## src/rtl/i2c_tgt_pkg.sv

```systemverilog
// Shared types and constants for the I2C target register file.
package i2c_tgt_pkg;

    localparam int   BIT_CNT_W = 3;
    localparam logic ACK       = 1'b0;
    localparam logic NACK      = 1'b1;

    typedef enum logic [3:0] {
        IDLE,
        ADDR,
        ADDR_ACK,
        PTR,
        PTR_ACK,
        WR_DATA,
        WR_ACK,
        RD_DATA,
        RD_ACK,
        IDLE_WAIT
    } state_t;

endpackage

```

## src/rtl/i2c_bus_sync.sv

```systemverilog
// Synchronises the asynchronous SCL/SDA pads and derives single-cycle
// bus events (SCL edges, START, STOP) in the clk domain.
module i2c_bus_sync #(
    parameter int SYNC_STAGES = 2
) (
    input  logic clk,
    input  logic rst_n,
    input  logic scl_i,
    input  logic sda_i,
    output logic scl_rise,
    output logic scl_fall,
    output logic start,
    output logic stop,
    output logic sda_s
);

    logic [SYNC_STAGES-1:0] scl_sync;
    logic [SYNC_STAGES-1:0] sda_sync;
    logic                   scl_s;
    logic                   scl_q;
    logic                   sda_q;

    assign scl_s = scl_sync[SYNC_STAGES-1];
    assign sda_s = sda_sync[SYNC_STAGES-1];

    // Synchroniser chains plus one edge-detect stage; reset to an idle (high) bus.
    always_ff @(posedge clk) begin
        if (!rst_n) begin
            scl_sync <= '1;
            sda_sync <= '1;
            scl_q    <= 1'b1;
            sda_q    <= 1'b1;
        end else begin
            scl_sync <= {scl_sync[SYNC_STAGES-2:0], scl_i};
            sda_sync <= {sda_sync[SYNC_STAGES-2:0], sda_i};
            scl_q    <= scl_s;
            sda_q    <= sda_s;
        end
    end

    // START/STOP require SCL high on both sides of the SDA transition.
    assign scl_rise = scl_s & ~scl_q;
    assign scl_fall = ~scl_s & scl_q;
    assign start    = scl_s & scl_q & sda_q & ~sda_s;
    assign stop     = scl_s & scl_q & ~sda_q & sda_s;

endmodule

```

## src/rtl/i2c_target_regfile.sv

```systemverilog
// I2C target with an auto-incrementing register pointer into a small
// register bank, plus a host-side port for preloading and observation.
//
// state     | meaning
// ----------+-----------------------------------------------------------
// IDLE      | waiting for START
// ADDR      | shifting in the 7-bit address and R/W bit
// ADDR_ACK  | driving ACK for a matching address
// PTR       | shifting in the register pointer byte
// PTR_ACK   | driving ACK for the pointer byte
// WR_DATA   | shifting in a data byte for regs[pointer]
// WR_ACK    | driving ACK; the register is written as the ACK ends
// RD_DATA   | shifting regs[pointer] out, MSB first
// RD_ACK    | sampling the controller's ACK/NACK
// IDLE_WAIT | read NACK'd; SDA released until START or STOP
module i2c_target_regfile
    import i2c_tgt_pkg::*;
#(
    parameter logic [6:0] DEV_ADDR    = 7'h50,
    parameter int         REG_DEPTH   = 16,
    parameter int         REG_AW      = $clog2(REG_DEPTH),
    parameter int         SYNC_STAGES = 2
) (
    input  logic              clk,
    input  logic              rst_n,
    input  logic              scl_i,
    input  logic              sda_i,
    output logic              sda_oe,
    input  logic              host_wr_en,
    input  logic [REG_AW-1:0] host_addr,
    input  logic [7:0]        host_wr_data,
    output logic [7:0]        host_rd_data,
    output logic              rx_valid,
    output logic [REG_AW-1:0] rx_addr,
    output logic [7:0]        rx_data,
    output logic              busy
);

    logic scl_rise;
    logic scl_fall;
    logic start;
    logic stop;
    logic sda_s;

    i2c_bus_sync #(
        .SYNC_STAGES (SYNC_STAGES)
    ) u_bus_sync (
        .clk      (clk),
        .rst_n    (rst_n),
        .scl_i    (scl_i),
        .sda_i    (sda_i),
        .scl_rise (scl_rise),
        .scl_fall (scl_fall),
        .start    (start),
        .stop     (stop),
        .sda_s    (sda_s)
    );

    state_t                state;
    state_t                state_nxt;
    logic [BIT_CNT_W-1:0]  bit_cnt;
    logic [BIT_CNT_W-1:0]  bit_cnt_nxt;
    logic [7:0]            shift;
    logic [7:0]            shift_nxt;
    logic [REG_AW-1:0]     pointer;
    logic [REG_AW-1:0]     pointer_nxt;
    logic                  rw;
    logic                  rw_nxt;
    logic                  ack_on;
    logic                  ack_on_nxt;
    logic                  reload;
    logic                  reload_nxt;
    logic                  sda_oe_nxt;
    logic                  busy_nxt;
    logic                  i2c_wr;

    logic [7:0]            regs [REG_DEPTH];
    logic [7:0]            rd_byte;
    logic [7:0]            shift_in;
    logic                  last_bit;

    assign rd_byte      = regs[pointer];
    assign shift_in     = {shift[6:0], sda_s};
    assign last_bit     = (bit_cnt == '1);
    assign host_rd_data = regs[host_addr];

    // Next-state and datapath decode; START/STOP override every state.
    always_comb begin
        state_nxt   = state;
        bit_cnt_nxt = bit_cnt;
        shift_nxt   = shift;
        pointer_nxt = pointer;
        rw_nxt      = rw;
        ack_on_nxt  = ack_on;
        reload_nxt  = reload;
        sda_oe_nxt  = sda_oe;
        busy_nxt    = busy;
        i2c_wr      = 1'b0;

        if (stop) begin
            state_nxt  = IDLE;
            sda_oe_nxt = 1'b0;
            busy_nxt   = 1'b0;
            reload_nxt = 1'b0;
            ack_on_nxt = 1'b0;
        end else if (start) begin
            state_nxt   = ADDR;
            bit_cnt_nxt = '0;
            sda_oe_nxt  = 1'b0;
            reload_nxt  = 1'b0;
            ack_on_nxt  = 1'b0;
        end else begin
            case (state)
                IDLE, IDLE_WAIT: begin
                end

                ADDR: begin
                    if (scl_rise) begin
                        shift_nxt   = shift_in;
                        bit_cnt_nxt = bit_cnt + 1'b1;
                        if (last_bit) begin
                            if (shift_in[7:1] == DEV_ADDR) begin
                                rw_nxt     = shift_in[0];
                                ack_on_nxt = 1'b0;
                                busy_nxt   = 1'b1;
                                state_nxt  = ADDR_ACK;
                            end else begin
                                busy_nxt  = 1'b0;
                                state_nxt = IDLE;
                            end
                        end
                    end
                end

                // First fall starts the ACK; second fall ends it. For a read
                // the first data bit goes out on that same ending fall.
                ADDR_ACK: begin
                    if (scl_fall) begin
                        if (!ack_on) begin
                            sda_oe_nxt = 1'b1;
                            ack_on_nxt = 1'b1;
                        end else begin
                            ack_on_nxt  = 1'b0;
                            bit_cnt_nxt = '0;
                            if (rw) begin
                                shift_nxt  = rd_byte;
                                sda_oe_nxt = ~rd_byte[7];
                                state_nxt  = RD_DATA;
                            end else begin
                                sda_oe_nxt = 1'b0;
                                state_nxt  = PTR;
                            end
                        end
                    end
                end

                PTR: begin
                    if (scl_rise) begin
                        shift_nxt   = shift_in;
                        bit_cnt_nxt = bit_cnt + 1'b1;
                        if (last_bit) begin
                            pointer_nxt = shift_in[REG_AW-1:0];
                            ack_on_nxt  = 1'b0;
                            state_nxt   = PTR_ACK;
                        end
                    end
                end

                PTR_ACK: begin
                    if (scl_fall) begin
                        if (!ack_on) begin
                            sda_oe_nxt = 1'b1;
                            ack_on_nxt = 1'b1;
                        end else begin
                            ack_on_nxt  = 1'b0;
                            sda_oe_nxt  = 1'b0;
                            bit_cnt_nxt = '0;
                            state_nxt   = WR_DATA;
                        end
                    end
                end

                WR_DATA: begin
                    if (scl_rise) begin
                        shift_nxt   = shift_in;
                        bit_cnt_nxt = bit_cnt + 1'b1;
                        if (last_bit) begin
                            ack_on_nxt = 1'b0;
                            state_nxt  = WR_ACK;
                        end
                    end
                end

                WR_ACK: begin
                    if (scl_fall) begin
                        if (!ack_on) begin
                            sda_oe_nxt = 1'b1;
                            ack_on_nxt = 1'b1;
                        end else begin
                            ack_on_nxt  = 1'b0;
                            sda_oe_nxt  = 1'b0;
                            i2c_wr      = 1'b1;
                            pointer_nxt = pointer + 1'b1;
                            bit_cnt_nxt = '0;
                            state_nxt   = WR_DATA;
                        end
                    end
                end

                // After an ACK'd byte the next byte is fetched on the fall that
                // ends the ACK bit, so it reflects the incremented pointer.
                RD_DATA: begin
                    if (scl_fall) begin
                        if (reload) begin
                            shift_nxt   = rd_byte;
                            sda_oe_nxt  = ~rd_byte[7];
                            bit_cnt_nxt = '0;
                            reload_nxt  = 1'b0;
                        end else if (last_bit) begin
                            sda_oe_nxt = 1'b0;
                            state_nxt  = RD_ACK;
                        end else begin
                            shift_nxt   = {shift[6:0], 1'b0};
                            sda_oe_nxt  = ~shift[6];
                            bit_cnt_nxt = bit_cnt + 1'b1;
                        end
                    end
                end

                RD_ACK: begin
                    if (scl_rise) begin
                        pointer_nxt = pointer + 1'b1;
                        if (sda_s == ACK) begin
                            reload_nxt = 1'b1;
                            state_nxt  = RD_DATA;
                        end else begin
                            state_nxt = IDLE_WAIT;
                        end
                    end
                end

                default: begin
                    state_nxt  = IDLE;
                    sda_oe_nxt = 1'b0;
                end
            endcase
        end
    end

    // State register, datapath registers and the registered rx strobe.
    always_ff @(posedge clk) begin
        if (!rst_n) begin
            state    <= IDLE;
            bit_cnt  <= '0;
            shift    <= '0;
            pointer  <= '0;
            rw       <= 1'b0;
            ack_on   <= 1'b0;
            reload   <= 1'b0;
            sda_oe   <= 1'b0;
            busy     <= 1'b0;
            rx_valid <= 1'b0;
            rx_addr  <= '0;
            rx_data  <= '0;
        end else begin
            state    <= state_nxt;
            bit_cnt  <= bit_cnt_nxt;
            shift    <= shift_nxt;
            pointer  <= pointer_nxt;
            rw       <= rw_nxt;
            ack_on   <= ack_on_nxt;
            reload   <= reload_nxt;
            sda_oe   <= sda_oe_nxt;
            busy     <= busy_nxt;
            rx_valid <= i2c_wr;
            if (i2c_wr) begin
                rx_addr <= pointer;
                rx_data <= shift;
            end
        end
    end

    // Register bank; a bus write to the same address as a host write wins.
    always_ff @(posedge clk) begin
        if (!rst_n) begin
            for (int i = 0; i < REG_DEPTH; i++) begin
                regs[i] <= '0;
            end
        end else begin
            if (host_wr_en && !(i2c_wr && (host_addr == pointer))) begin
                regs[host_addr] <= host_wr_data;
            end
            if (i2c_wr) begin
                regs[pointer] <= shift;
            end
        end
    end

endmodule

```

## config.mk

```make
export PLATFORM = sky130hd
export DESIGN_NAME = i2c_target_regfile
export DESIGN_NICKNAME = d
export VERILOG_FILES = /design/src/rtl/i2c_tgt_pkg.sv /design/src/rtl/i2c_bus_sync.sv /design/src/rtl/i2c_target_regfile.sv
export SDC_FILE = /design/constraint.sdc
export NUM_CORES = 1
export LEC_CHECK = 0
export ABC_AREA = 1
export BUFFER_PORTS_ARGS = -buffer_cell sky130_fd_sc_hd__buf_2
export CORE_ASPECT_RATIO = 1.75
export CORE_MARGIN = 1.5
export CORE_UTILIZATION = 30
export DETAILED_ROUTE_END_ITERATION = 8
export PLACE_DENSITY = 0.52
export SETUP_SLACK_MARGIN = 0.05
export SLEW_MARGIN = 15
export SYNTH_ARGS = -nofsm -noshare
export SYNTH_HDL_FRONTEND = slang
export SYNTH_SLANG_ARGS = --single-unit
```

## constraint.sdc

```tcl
create_clock -name clk -period 4.71 [get_ports clk]
set_clock_uncertainty 0.1 [all_clocks]
set_input_delay 0.2355 -clock clk [delete_from_list [all_inputs] [get_ports clk]]
set_output_delay 0.2355 -clock clk [all_outputs]
set_load 0.05 [all_outputs]
```

==> results of run 1 <==
[cells in the mapped netlist, drive strengths merged (6+ instances only)]
cell type and n:
o21ai 205, nand3 152, nand4 19, o211ai 21, o22ai 34, inv 82
a22oi 56, dfxtp 47, nand2 191, clkbuf 44, edfxtp 128, nor2 121
o221ai 13, ha 6, buf 50, a21oi 49
[worst reg2reg max path: stages (launching register included)]
cell     delay (ns)
dfxtp_1        0.30
buf_4          0.24
inv_1          0.87
a21oi_1        0.30
a21oi_1        0.23
o21ai_0        0.21
nand2_1        0.19
nand2_1        0.07
a21oi_1        0.14
[final cells by class]
type	instances	share of cell area
clock inverters	15	0.01434
multi-input cells	890	0.4200
flip-flops and latches	175	0.4220
inverters	84	0.02780
clock buffers	17	0.03751
well taps	455	0.05019
repair buffers	55	0.02824
[kinds of logic (layout without fill, tap and decap cells)]
group | Yosys count | after routing | share of synthesized area
AO/OA/AOI/OAI | 385 | 385 | 0.2159
XOR/XNOR | 5 | 5 | 0.004238
adder cells (fa/ha/maj) | 6 | 6 | 0.007264
buffers and inverters | 178 | 171 | 0.07663
flip-flops | 175 | 175 | 0.4630
AND/OR/NAND/NOR | 494 | 494 | 0.2331
[sequential cells by signal, indices dropped and copies added (netlist names), named ones only]
name                 cells
rx_data                  8
reload                   1
state                    4
rx_valid                 1
rx_addr                  4
u_bus_sync.sda_q         1
ack_on                   1
rw                       1
pointer                  4
shift                    8
u_bus_sync.scl_q         1
regs                   128
u_bus_sync.sda_sync      2
sda_oe                   1
busy                     1
bit_cnt                  3
u_bus_sync.scl_sync      2
[worst paths after layout]
check | start | end | slack (ns) | depth (start not counted)
worst max-delay path | host_addr[1] | host_rd_data[1] | 1.94 | 9
worst min-delay path | rst_n | rx_data[5] | 0.22 | 3
worst max register to register | flop | shift[2] | 1.99 | 8
worst min register to register | u_bus_sync.scl_sync[0] | u_bus_sync.scl_sync[1] | 0.32 | 1
[metal layers]
layer	up-vias	routed length, microns	track usage
li1	4438	-	-
met3	141	2260	0.03408
met1	4496	13970	0.2369
met2	422	21380	0.4217
met5	-	0	0
met4	0	3433	0.1848
[through the flow]
stage / hold slack (ns) / utilization
finish: 0.2171 / 0.3350
global placement: 0.2967 / 0.3171
detailed placement: 0.3017 / 0.3171
global route: 0.2586 / 0.3350
CTS: 0.1942 / 0.3350
floorplan: 0.2421 / -
[power breakdown]
part	leakage, nW	switching, mW	internal [mW]	total [mW]
Combinational	2.37	1.15	0.343	1.49
Clock	0.289	0.691	0.754	1.45
Sequential	1.60	0.114	1.78	1.89
Total	4.26	1.95	2.88	4.83
[what timing repair did]
| item | 4_1_cts | 5_1_grt |
|---|---|---|
| hold buffers | 2 | 0 |
| gates resized for setup | 0 | 0 |
| setup buffers | 0 | 0 |
| hold endpoints to repair | 2 | 0 |
==> results.md, run 1 <==
* Status: complete, no violations
* Actual slew at the worst max-slew pin at 1.138 ns
* CTS H-tree depth at 4
* Commonest non-fill, non-tap cell in the layout: nand2_1
* Overall power at 4.830 mW
* Final Instance Area at 0.01134 sq mm
* Antenna Nets Post-Route at 0
* F_max at 0.3608 GHz
* Most used DFF post-synth: edfxtp_1
* Clock root buffer master: clkbuf_16
* Critical path's most frequent cell: nand2_1
* Top Ports at 40
* Dpl cells at 1657
* Initial antenna violation count at 0
* Crit path cell chain: buf_2 -> nand2_1 -> inv_1 -> buf_4 -> a22oi_1 -> nand2_1 -> nand2_1 -> nand4_1 -> buf_2
* Leak at 4.260 nW
* Average cell area after synthesis at 8.314 sq um
* Final Non-Filler Cells at 1691
* Largest stage delay, worst path at 0.64 ns
* Crit path max-delay family: buffers and inverters
* Final hold vios at 0
* Total CTS buffers at 17
* Grt ovf at 0
* Worst path bufs/invs at 4
* Top cells by area, synth: edfxtp_1 (37%), dfxtp_1 (9.1%), nand3_1 (7.1%)
* Area growth from synthesis to layout at 9.745%
* Post-synth top area cell: edfxtp_1
* Peak supply drop at 0.0002469 V
* Fin. max-slew vios at 0
* Asr flop ratio synth at 0
* Mapped Area at 0.01033 sq mm
* Share of cells above drive strength 1 at 0.1206
* Rows at 89
* Max-cap viol count at 0
* Starting density of the core at 0.3053
* Vias in the first global route at 9231
* DR pass1 iterations at 6
* Synthesized net count at 1266
* Hold Crit Class: input port to flop
* Clock transition at the registers of the reported paths at 0.08 ns
* HPWL Detailed at 28370 microns
* Sequential area share after synthesis at 0.4630
* Critical Path Slowest Stage Cell: inv_1
* Yosys top cell area share at 0.3719
* Port bufs at 39
* # clock sinks at 175
* Total Wirelength at 41050 microns
* Unrepaired setup endpoints after global routing: no
* Period utilization at 0.5885
* Syn Inst Count at 1243
* Post-synth EDFFs at 128
* Vias at 9497
* Die H at 248.5 microns
* Yosys warnings at 0
* Critical Path End Type: primary output
* Detailed-route DRC error count at 0
* Final net count at 1246
* Iter 0 DRT Violations at 1208
* CP required at 4.37 ns
* Worst Setup Start Kind: input port
* Vias per cell at 5.616
* Die area at 0.03562 sq mm
* Multi-input logic area at 0.004763 sq mm
* Post-synthesis cell type count at 41
* Storage element area at 0.004786 sq mm
* Placement Setup Slack at 1.857 ns
* Data arrival time of the worst path at 2.44 ns
* First-pass GRT wire length at 59640 microns
* Core Box Area at 0.03385 sq mm
* Final WS setup at 1.938 ns
* Synth Register Bits at 175
* Setup TNS at 0 ns
* Tmin final at 2.772 ns
* Commonest cells after routing, fill and taps aside: nand2_1 (173), nand3_1 (147), edfxtp_1 (128), o21ai_1 (110), nor2_1 (98)
* CTS tree: done
* Fillcell total at 3580
* Rel. slew slack at 0.2406
* WL/cell at 24.28 microns
* Gpl congestion at 0.9521
* ANT cells at 0
* Clock tree buffer depth at 2
* Global Route Usage Sum at 0.2345
* Setup CP Type: input port to primary output
* P per Cell Area at 425.8 mW/mm^2
* Final Setup Violations at 0
* Cell Area, Placed at 0.01073 sq mm
* CP Max Fanout at 15
* Clk Latency, worst-skew pair at 0.46 ns
* Die Width at 143.3 microns
* Pin count of the biggest net entering global routing at 70
No activity file was read; power rests on OpenSTA's default activity.
==> inputs of run 2 (changes only) <==
- PLACE_DENSITY: 0.52 -> 0.53
- clock period: 4.71 -> 2.5 ns (I/O delays scaled with it)
==> run 2 against run 1 <==
  * Worst setup slack got worse by 1.8 ns
  * Flip-flop and latch count did not move
  * Clock power rose by 86%
  * Register-to-register slack got worse by 1.8 ns
  * Sequential share of layout area fell by 1.6 points
  * Clock-buffer cell count did not move
  * Power rose by 92%
  * Critical path depth fell by 4
  * Sequential power rose by 87%
  * Combinational power rose by 100%
  * Non-clock buffer count rose by 57
  * Global-route usage rose by 0.32 points
  * Largest power group unchanged
==> results.md, run 2 (same netlist as run 1, synthesis figures left out) <==
* Total CTS buffers at 17
* Largest stage delay, worst path at 0.39 ns
* Final hold vios at 0
* Max-cap viol count at 0
* Total Wirelength at 41980 microns
* Core Box Area at 0.03385 sq mm
* CTS tree: done
* # clock sinks at 175
* Met2 WL at 22610 microns
* Met3 WL post-DR at 2307 microns
* Vias at 9831
* Die Width at 143.3 microns
* Iter 0 DRT Violations at 1095
* CP required at 2.28 ns
* Hold Path Sink: regs[2][5]
* Peak supply drop at 0.0004004 V
* Worst Setup Start Kind: flop
* Met1 Wirelength at 13710 microns
* Initial antenna violation count at 0
* Vias in the first global route at 9362
* Starting density of the core at 0.3053
* Share of cells above drive strength 1 at 0.1601
* Max reg flops at 128
* Rel. slew slack at 0.4285
* Worst path bufs/invs at 2
* Clk Latency, worst-skew pair at 0.46 ns
* Period utilization at 0.9389
* Fin. max-slew vios at 0
* Placement Setup Slack at 0.1063 ns
* Actual slew at the worst max-slew pin at 0.8483 ns
* Final Setup Violations at 0
* Reg-to-reg startpoint: state[3]
* Status: complete, no violations
* Leak at 4.533 nW
* Final net count at 1303
* Critical Path Slowest Stage Cell: o21ai_0
* Worst Hold Depth at 3
* First-pass GRT wire length at 60490 microns
* Unrepaired setup endpoints after global routing: no
* Largest registers: regs x128, rx_data x8, shift x8
* Gpl congestion at 1.000
* ANT cells at 0
* WL/cell at 24.02 microns
* CP Max Fanout at 2
* Hold Startpoint: host_wr_data[5]
* DR pass1 iterations at 6
* Vias per cell at 5.624
* Commonest cells after routing, fill and taps aside: nand2_1 (173), nand3_1 (147), edfxtp_1 (128), o21ai_1 (111), nor2_1 (97)
* P per Cell Area at 785.8 mW/mm^2
* Setup CP Type: flop to primary output
* Clock root buffer master: clkbuf_16
* F_max at 0.4260 GHz
* Crit path max-delay family: compound AO/OA/AOI/OAI gates
* Rows at 89
* CTS H-tree depth at 4
* Critical Path End Type: primary output
* Area growth from synthesis to layout at 14.19%
* Top Ports at 40
* Antenna Nets Post-Route at 0
* Setup TNS at 0 ns
* Grt ovf at 0
* Commonest non-fill, non-tap cell in the layout: nand2_1
* HPWL Detailed at 29620 microns
* Die area at 0.03562 sq mm
* WHS at 0.2292 ns
* R2r setup slk at 0.21 ns
* Port bufs at 39
* Global Route Usage Sum at 0.2376
* Most flops, register: regs
* Crit path cell chain: inv_1 -> o22ai_1 -> o21ai_0 -> nand4_1 -> buf_2
* Tmin final at 2.347 ns
* Worst R2R End: regs[3][5]
* Final WS setup at 0.1527 ns
* Die H at 248.5 microns
* Worst R2R Path Depth at 11
* Clock tree buffer depth at 2
* Pin count of the biggest net entering global routing at 45
* Hold Crit Class: input port to flop
* Clock transition at the registers of the reported paths at 0.07 ns
* Top sig layer: met4
* Detailed-route DRC error count at 0
* Data arrival time of the worst path at 2.12 ns
run 2: changes by cell type in the layout (fill, tap and decap cells not counted), sizes merged:
cell,previous run,this run
buf,53,109
inv,92,90
clkinv,5,6
clkinvlp,1,2
dlygate4sd3,2,3
run 2: what timing repair did:
action / in CTS / in global routing
setup endpoints to repair: 0 / 79
gates resized for setup: 0 / 3
hold buffers: 3 / 0
setup buffers: 0 / 9
hold endpoints to repair: 3 / 0
run 2: area by class of cell:
type | count | area (sq um)
multi-input cells | 890 | 4766
fillers | 3571 | 22050
clock inverters | 15 | 150.1
inverters | 84 | 315.3
well taps | 455 | 569.3
clock buffers | 17 | 425.4
flip-flops and latches | 175 | 4787
repair buffers | 112 | 788.3
run 2: per-stage QoR:
step | std cells | utilization | total power, mW | area [sq um]
2_1_floorplan | 1243 | - | 5.327 | 10330
3_3_place_gp | 1704 | 0.3286 | 6.541 | 11120
3_5_place_dp | 1704 | 0.3286 | 6.552 | 11120
4_1_cts | 1739 | 0.3465 | 9.219 | 11730
5_1_grt | 1748 | 0.3486 | 9.595 | 11800
6_report | 1748 | 0.3486 | 9.274 | 11800
run 2: per-layer routing:
| layer | up-vias | track usage |
|---|---|---|
| li1 | 4543 | - |
| met2 | 443 | 0.4388 |
| met4 | 0 | 0.1840 |
| met1 | 4690 | 0.2319 |
| met3 | 155 | 0.03370 |
| met5 | - | 0 |
run 2: worst reg2reg max path, cell delays in order, from the launching register on:
cell     delay (ns)
dfxtp_1        0.40
inv_2          0.08
nand2_2        0.09
inv_2          0.07
nand3_4        0.10
nor2_8         0.06
nand4_2        0.08
nand3_2        0.27
buf_4          0.26
nor2_1         0.38
nand3_1        0.14
o21ai_1        0.10
run 2: worst max-delay path by stage:
stage | startpoint | to | depth (start not counted)
4_1_cts | state[3] | regs[10][2] | 10
3_3_place_gp | state[3] | regs[4][3] | 10
3_5_place_dp | state[3] | regs[8][2] | 10
2_1_floorplan | u_bus_sync.scl_q | regs[13][0] | 9
6_report | regs[4][7] | host_rd_data[7] | 5
5_1_grt | state[3] | regs[3][3] | 11
run 2: where the power goes:
group / switching [mW] / internal (mW)
Combinational: 2.24 / 0.800
Clock: 1.29 / 1.41
Sequential: 0.189 / 3.35
Total: 3.72 / 5.56
==> inputs of run 3 (changes only) <==
- CELL_PAD_IN_SITES_DETAIL_PLACEMENT: not set -> 2
- CELL_PAD_IN_SITES_GLOBAL_PLACEMENT: not set -> 2
- PLACE_DENSITY: 0.53 -> 0.75
- SETUP_SLACK_MARGIN: 0.05 -> not set
==> run 3 against run 2 <==
  * Cell count up 0.29%
  * Non-clock buffer count up 5
  * Register-to-register slack worse by 0.06 ns
  * Core utilization up 0.12 points
  * Cell area up 0.34%
  * Via count up 3.9%
  * Clock power up 1%
  * First-iteration DRC count down 16%
  * Global-route usage up 3.3 points
  * Fmax down 0.13%
  * Routed wire length up 13%
  * Largest cell class unchanged
==> results.md, run 3 (same netlist as run 1, synthesis figures left out) <==
* Vias in the first global route at 10985
* Tmin final at 2.350 ns
* CP required at 2.50 ns
* Pin count of the biggest net entering global routing at 70
* Final Non-Filler Cells at 1753
* Vias per cell at 5.825
* Critical Path Slowest Stage Cell: o211ai_1
* Final hold vios at 0
* Starting density of the core at 0.3053
* Final Setup Violations at 0
* # clock sinks at 175
* Gpl congestion at 0.9150
* Commonest non-fill, non-tap cell in the layout: nand2_1
* Part of the power in registers at 0.374
* Fin. max-slew vios at 0
* Grt ovf at 0
* Iter 0 DRT Violations at 915
* Largest stage delay, worst path at 0.71 ns
* Clock root buffer master: clkbuf_16
* Pint at 5.575 mW
* Leak at 4.561 nW
* Max-cap viol count at 0
* Die H at 248.5 microns
* Total Wirelength at 47270 microns
* Switching power total at 3.902 mW
* Crit path cell chain: inv_2 -> nand2_2 -> inv_2 -> nand3_4 -> nor2_8 -> nand4_2 -> nand3_2 -> o211ai_1
* Combinational share of power at 0.338
* WL/cell at 26.96 microns
* Initial antenna violation count at 0
* Hold Crit Class: input port to flop
* Unrepaired setup endpoints after global routing: no
* Peak supply drop at 0.0004543 V
* P per Cell Area at 800.3 mW/mm^2
* DR pass1 iterations at 5
* Die area at 0.03562 sq mm
* Final net count at 1308
* F_max at 0.4255 GHz
* ANT cells at 0
* Period utilization at 0.9402
* Critical path's most frequent cell: inv_2
* Rel. slew slack at 0.3507
* Detailed-route DRC error count at 0
* Share of cells above drive strength 1 at 0.1649
* Clk Latency, worst-skew pair at 0.47 ns
* First-pass GRT wire length at 69230 microns
* Actual slew at the worst max-slew pin at 0.9637 ns
* Commonest cells after routing, fill and taps aside: nand2_1 (173), nand3_1 (147), edfxtp_1 (128), o21ai_1 (110)
* Vias at 10211
* Max reg flops at 128
* Die Width at 143.3 microns
* Largest registers: regs x128, rx_data x8, shift x8
* CTS tree: done
* Setup CP Type: flop to flop
* Area growth from synthesis to layout at 14.58%
* Clock tree buffer depth at 2
* Data arrival time of the worst path at 2.35 ns
* HPWL Detailed at 33320 microns
* Dpl cells at 1707
* Antenna Nets Post-Route at 0
* Worst Setup Start Kind: flop
* CP Max Fanout at 8
* Total CTS buffers at 17
* Status: complete, no violations
* WHS at 0.02106 ns
* Core Box Area at 0.03385 sq mm
* Port bufs at 39
* Global Route Usage Sum at 0.2707
* Critical Path End Type: flop
* CTS H-tree depth at 4
* Setup TNS at 0 ns
* Clock power frac at 0.288
* Most flops, register: regs
* Switch share at 0.4118
* Core Util, Final at 0.3498
* Top Ports at 40
* Rows at 89
* Overall power at 9.477 mW
* Clock transition at the registers of the reported paths at 0.07 ns
[run 3: cell types whose count changed in the layout (fill, tap and decap cells not counted), sizes merged]
cell | before | now
buf | 109 | 115
inv | 90 | 93
clkbuf | 17 | 19
clkinv | 6 | 4
clkinvlp | 2 | 0
bufinv | 1 | 0
dlygate4sd3 | 3 | 2
[run 3: cell type report]
class                      count  area (sq um)
fill                        3884         22010
sequential                   175          4786
clock buffer                  19         464.2
multi-input combinational    890          4771
tap                          455         569.3
inverter                      84         315.3
clock inverter                13         112.6
timing repair buffer         117         823.3
[run 3: power by group through the flow]
stage / clock network [mW] / logic [mW] / registers, mW
6_report: 2.73 / 3.21 / 3.55
5_1_grt: 2.85 / 3.40 / 3.56
4_1_cts: 2.78 / 3.16 / 3.54
3_5_place_dp: 0 / 3.14 / 3.60
3_3_place_gp: 0 / 3.05 / 3.60
2_1_floorplan: 0 / 1.80 / 3.53
[run 3: path summary, 6_finish.rpt]
check / start / endpoint / slack, ns / cells after the start
worst max-delay path: state[3] / regs[15][4] / 0.15 / 8
worst min-delay path: rst_n / u_bus_sync.sda_q / 0.02 / 3
worst max register to register: state[3] / regs[15][4] / 0.15 / 8
worst min register to register: u_bus_sync.sda_sync[0] / u_bus_sync.sda_sync[1] / 0.32 / 1
[run 3: critical path: cells and delay by family (launching register included)]
family                 cells  cell delay, ns
buffers and inverters      2            0.15
flip-flops                 1            0.41
AND/OR/NAND/NOR            5            0.60
AO/OA/AOI/OAI              1            0.71
[run 3: per-stage QoR]
stage	setup slack (ns)	area, sq um
2_1_floorplan	0.3843	10330
3_3_place_gp	0.1288	11150
3_5_place_dp	0.01555	11150
4_1_cts	0.004447	11750
5_1_grt	0.002335	11840
6_report	0.1496	11840
[run 3: layer usage]
metal	vias to the layer above	wire length [microns]	track usage
met5	-	0	0
met4	0	4250	0.2137
met3	178	1397	0.03370
met2	306	26100	0.5107
met1	5189	15520	0.2558
li1	4538	-	-
[run 3: repair_timing]
action	CTS	global route
pin swaps	1	11
gates resized for setup	0	3
endpoints found under the hold margin	2	0
hold buffers	2	0
setup buffers	1	11
endpoints found under the setup margin	8	97
